File: src/rtl/cpu_pkg.sv
// Shared CPU pipeline constants: forwarding select codes, hazard FSM
// state encoding and the default register address width.
package cpu_pkg;

  localparam int REG_AW = 5;

  localparam logic [1:0] FWD_RF    = 2'b00;
  localparam logic [1:0] FWD_EXMEM = 2'b10;
  localparam logic [1:0] FWD_MEMWB = 2'b01;

  localparam logic [0:0] IDLE  = 1'b0;
  localparam logic [0:0] STALL = 1'b1;

  // Saturating increment shared by the statistics counters.
  function automatic logic [31:0] sat_inc(input logic [31:0] v);
    return (v == 32'hFFFF_FFFF) ? v : v + 32'd1;
  endfunction

endpackage

File: src/rtl/fwd_select.sv
// Per-operand ALU forwarding select: EX/MEM beats MEM/WB, register 0
// never forwards.
module fwd_select
  import cpu_pkg::*;
#(
  parameter int AW = REG_AW
) (
  input  logic [AW-1:0] src,
  input  logic [AW-1:0] exmem_rd,
  input  logic          exmem_regwrite,
  input  logic [AW-1:0] memwb_rd,
  input  logic          memwb_regwrite,
  output logic [1:0]    sel
);

  always_comb begin
    if (exmem_regwrite && (exmem_rd != '0) && (exmem_rd == src))
      sel = FWD_EXMEM;
    else if (memwb_regwrite && (memwb_rd != '0) && (memwb_rd == src))
      sel = FWD_MEMWB;
    else
      sel = FWD_RF;
  end

endmodule

File: src/rtl/fwd_hazard_unit.sv
// Forwarding and load-use hazard controller with memory-wait freeze.
// Optional statistics counters are built when FWD_HAZARD_STATS_EN is defined.
module fwd_hazard_unit
  import cpu_pkg::*;
#(
  parameter int AW         = REG_AW,
  parameter int NSRC       = 2,
  parameter int LOAD_STALL = 1
) (
  input  logic                clk_i,
  input  logic                rst_n,
  input  logic [AW-1:0]       exmem_rd_i,
  input  logic                exmem_regwrite_i,
  input  logic [AW-1:0]       memwb_rd_i,
  input  logic                memwb_regwrite_i,
  input  logic [NSRC*AW-1:0]  idex_src_i,
  input  logic [AW-1:0]       idex_rd_i,
  input  logic                idex_memread_i,
  input  logic [NSRC*AW-1:0]  ifid_src_i,
  input  logic [NSRC-1:0]     ifid_src_used_i,
  input  logic                mem_wait_i,
  output logic [2*NSRC-1:0]   fwd_sel_o,
  output logic                stall_o,
  output logic                bubble_o,
  output logic                freeze_o,
  output logic [31:0]         fwd_cnt_o,
  output logic [31:0]         stall_cnt_o
);

  localparam logic [1:0] RELOAD = 2'(LOAD_STALL - 1);

  for (genvar k = 0; k < NSRC; k++) begin : g_op
    fwd_select #(.AW(AW)) u_sel (
      .src            (idex_src_i[k*AW +: AW]),
      .exmem_rd       (exmem_rd_i),
      .exmem_regwrite (exmem_regwrite_i),
      .memwb_rd       (memwb_rd_i),
      .memwb_regwrite (memwb_regwrite_i),
      .sel            (fwd_sel_o[2*k +: 2])
    );
  end

  logic haz;
  always_comb begin
    // NOTE: every always_comb output gets a default first so no latch is inferred.
    haz = 1'b0;
    for (int k = 0; k < NSRC; k++)
      if (ifid_src_used_i[k] && (ifid_src_i[k*AW +: AW] == idex_rd_i))
        haz = 1'b1;
    haz = haz && idex_memread_i && (idex_rd_i != '0);
  end

  logic [0:0] state, state_n;
  logic [1:0] cnt, cnt_n;
  logic       stall_raw;

  // Memory wait freezes everything: state and count hold, no stall issued.
  always_comb begin
    state_n   = state;
    cnt_n     = cnt;
    stall_raw = 1'b0;
    if (!mem_wait_i) begin
      case (state)
        IDLE: if (haz) begin
          stall_raw = 1'b1;
          if (LOAD_STALL > 1) begin
            state_n = STALL;
            cnt_n   = RELOAD;
          end
        end
        default: begin
          stall_raw = 1'b1;
          cnt_n     = cnt - 2'd1;
          if (cnt == 2'd1) state_n = IDLE;
        end
      endcase
    end
  end

  // NOTE: sequential state uses non-blocking assignments so all flops update together.
  always_ff @(posedge clk_i or negedge rst_n) begin
    if (!rst_n) begin
      state <= IDLE;
      cnt   <= 2'd0;
    end else begin
      state <= state_n;
      cnt   <= cnt_n;
    end
  end

  // Gating with rst_n lets a reset abort a stall without waiting for a clock.
  assign stall_o  = rst_n & stall_raw;
  assign bubble_o = stall_o;
  assign freeze_o = mem_wait_i;

`ifdef FWD_HAZARD_STATS_EN
  logic [31:0] fwd_cnt_q, stall_cnt_q;
  always_ff @(posedge clk_i or negedge rst_n) begin
    if (!rst_n) begin
      fwd_cnt_q   <= 32'd0;
      stall_cnt_q <= 32'd0;
    end else begin
      if (!mem_wait_i && (|fwd_sel_o)) fwd_cnt_q   <= sat_inc(fwd_cnt_q);
      if (stall_o)                     stall_cnt_q <= sat_inc(stall_cnt_q);
    end
  end
  assign fwd_cnt_o   = fwd_cnt_q;
  assign stall_cnt_o = stall_cnt_q;
`else
  assign fwd_cnt_o   = 32'd0;
  assign stall_cnt_o = 32'd0;
`endif

endmodule

File: config.mk
export PLATFORM = sky130hd
export DESIGN_NAME = fwd_hazard_unit
export DESIGN_NICKNAME = d
export VERILOG_FILES = /design/src/rtl/cpu_pkg.sv /design/src/rtl/fwd_select.sv /design/src/rtl/fwd_hazard_unit.sv
export SDC_FILE = /design/constraint.sdc
export NUM_CORES = 1
export LEC_CHECK = 0
export ABC_AREA = 1
export BUFFER_PORTS_ARGS = -buffer_cell sky130_fd_sc_hd__buf_4
export CAP_MARGIN = 20
export CORE_UTILIZATION = 37
export CTS_BUF_LIST = sky130_fd_sc_hd__clkbuf_2 sky130_fd_sc_hd__clkbuf_4 sky130_fd_sc_hd__clkbuf_8
export DETAILED_ROUTE_END_ITERATION = 7
export PLACE_DENSITY_LB_ADDON = 0.3
export SLEW_MARGIN = 20
export SYNTH_ARGS = -nofsm -noshare
export SYNTH_HDL_FRONTEND = slang
export SYNTH_SLANG_ARGS = --single-unit
File: constraint.sdc
create_clock -name clk_i -period 1.23 [get_ports clk_i]
set_input_delay 0.246 -clock clk_i [delete_from_list [all_inputs] [get_ports clk_i]]
set_output_delay 0.246 -clock clk_i [all_outputs]
set_load 0.03 [all_outputs]
==> reports/qor.csv <==
stage;metric;value;unit
clock_network;CTS tree;yes;
finish;share of cells above drive strength 1;37.0;%
finish;Final #Nets;275;
clock_network;TritonCTS Sinks;3;
yosys;cell area after synthesis;0.00114;mm2
status;outcome;finished, violations left;
die;Die Height;57.4;um
yosys;YS warnings;0;
clock_network;clk_lat worst skew;220;ps
timing;Hold Vio Cnt, Final;0;
critical_path;CP Class;input port to primary output;
timing;hold_ws;328;ps
yosys;Cells after Synth;177;
clock_network;H-tree Lvls;1;
routing;drt total wl;2290;um
yosys;main flop type after synthesis;dfrtp_1;
die;row count;19;
critical_path;CP max stage delay;210;ps
status;failing checks;design-rule violations, negative setup slack;
critical_path;worst endpoint required time;980;ps
die;DIE AREA;0.00330;mm2
placed_design;gpl congestion;0.770;
critical_path;CP top delay family;simple AND/OR/NAND/NOR gates;
finish;utilization after layout;56.1;%
yosys;most common cell in the netlist;buf_4;
clock_network;post-CTS setup buffers;0;
timing;total negative slack;-578;ps
die;die width;57.4;um
power;Final Total Pwr;0.00104;W
yosys;Seq/Total Area, Yosys;6.60;%
power;maximum vdd drop;688;uV
routing;detailed-route vias per instance;3.80;
die;IO Count;114;
critical_path;Worst EP arrival;1140;ps
die;initial core utilization;40.2;%
job;Max-Cap Viols;0;
routing;Pre-antenna DRT Iters;7;
critical_path;critical-path cell list;buf_8, xor2_1, nor3_1, nand4_1, nor2_4, buf_6;
global_route;pin count of the biggest net entering global routing;5;
timing;crit path time final;1390;ps
clock_network;clock buffer count from CTS;3;
finish;Finished Layout Cells;261;
power;pwr dens;658;mW/mm2
finish;layout overhead on the synthesized area;39.6;%
timing;final setup fails;6;
die;Core ar.;0.00283;mm2
timing;worst-case clock skew;0.283;ps
finish;antenna cells;0;
critical_path;crit start category;input port;
routing;detailed-route DRC error count;7;
clock_network;CTS Root Buffer Type;clkbuf_4;
placed_design;Cells after DPL;256;
yosys;Synth Register Bits;3;
critical_path;nature of the critical path endpoint;primary output;
yosys;Post-synth ARST share;100;%
clock_network;Clock Tree Buf Depth;2;
critical_path;CP max-delay cell;nor3_1;
placed_design;dpl hpwl;1830;um
timing;RSZ-0062 raised after global routing;true;
yosys;number of synthesized flops with an enable pin;0;
yosys;syn avg cell area;6.43;um2
routing;Antenna Violating Nets Remaining;0;
clock_network;Clk pin slew, worst setup/hold paths;30;ps
timing;Max Clk Rate;0.721;GHz
critical_path;R2R setup slack;300;ps
yosys;Unique masters post-synth;19;
global_route;gr ovfl total;0;
critical_path;crit path buf inv count;2;
timing;Final Max Slew Viols;0;
global_route;number of global-route vias before repair;791;
timing;final worst slack;-156;ps
routing;DR WL/cell;8.79;um
yosys;Synth top area share;43.6;%
power;P_leak;0.911;nW
routing;via count;991;
placed_design;Port-buffer cells;49;
global_route;GRT Util Overall;11.7;%
critical_path;crit-path max FO;3;
yosys;top post-synthesis cells by area;buf_4, nand2_1, xnor2_1, dfrtp_1, xor2_1;
hold_path;Worst Hold Class;input port to flip-flop;
global_route;first-pass GRT wire length;3110;um
yosys;Synth area leader;buf_4;
yosys;top cells by count, synth;buf_4, nand2_1, inv_1;
timing;period utilisation layout;113;%
routing;DRT iter0 DRCs;30;
global_route;initial antenna violation count;0;
## sequential cells by signal, indices dropped and copies added, names as in the netlist
signal  flops
cnt         2
state       1
## worst min-delay path: stages
cell and delay (ps):
buf_4 110, inv_1 80, a21oi_1 70
## per-layer routing
layer | wire [um] | global-route usage (%)
met2 | 1300 | 23.1
met4 | 0 | 2.09
met5 | 0 | 0
met3 | 194 | 1.13
met1 | 798 | 13.4
## stage by stage
| step | setup WS [ps] | area [um2] |
|---|---|---|
| final | -156 | 1590 |
| after global routing | -191 | 1590 |
| after CTS | -184 | 1510 |
| after detailed placement | -203 | 1360 |
| after global placement | -187 | 1360 |
| after floorplan | -107 | 1430 |
## cells by family (layout without fill, tap and decap cells)
kind of cell	Yosys count	after routing	synth area share (%)
other cells	1	64	0.330
compound gates	6	6	3.30
xor+xnor	21	21	16.2
buf+inv	85	75	49.8
fa+ha+maj	1	1	1.10
flops	3	3	6.60
simple gates	60	60	22.7
## layout make-up
cell class / instances / area (um2)
Clock buffer: 4 / 30.0
Fill cell: 270 / 1240
Inverter: 19 / 88.8
Multi-Input combinational cell: 152 / 852
Sequential cell: 3 / 75.1
Tap cell: 31 / 38.8
Timing Repair Buffer: 52 / 503
## worst paths after layout
kind                               start           end  depth (start not counted)
setup / recovery           memwb_rd_i[3]  fwd_sel_o[2]                          6
hold / removal                mem_wait_i         state                          3
setup reg to reg                  cnt[0]        cnt[1]                          3
hold reg to reg                   cnt[0]        cnt[0]                          1
max in group asynchronous          rst_n        cnt[1]                          2
min in group asynchronous          rst_n         state                          2
## power breakdown
part           switching, W  internal (W)
logic              0.000457      0.000250
registers         0.0000171      0.000135
clock network     0.0000421      0.000143
## cells in the final DEF (no fill, tap or decap), drive strengths merged
master,n
nand4,5
nand2,34
nor3,4
xnor2,13
dfrtp,3
dlygate4sd3,1
conb,64
nand3,2
inv,19
ha,1
buf,51
xor2,8
o21ai,3
clkbuf,4
nor2,15
a21oi,3
## timing repair
item | 4_1_cts | 5_1_grt
cloned | 0 | 0
hold buffers | 1 | 0
endpoints found under the hold margin | 3 | 0
pin swaps | 25 | 13
resized for setup | 29 | 17
setup endpoints to repair | 6 | 6
Note: power is estimated with default switching activity, not from simulation.
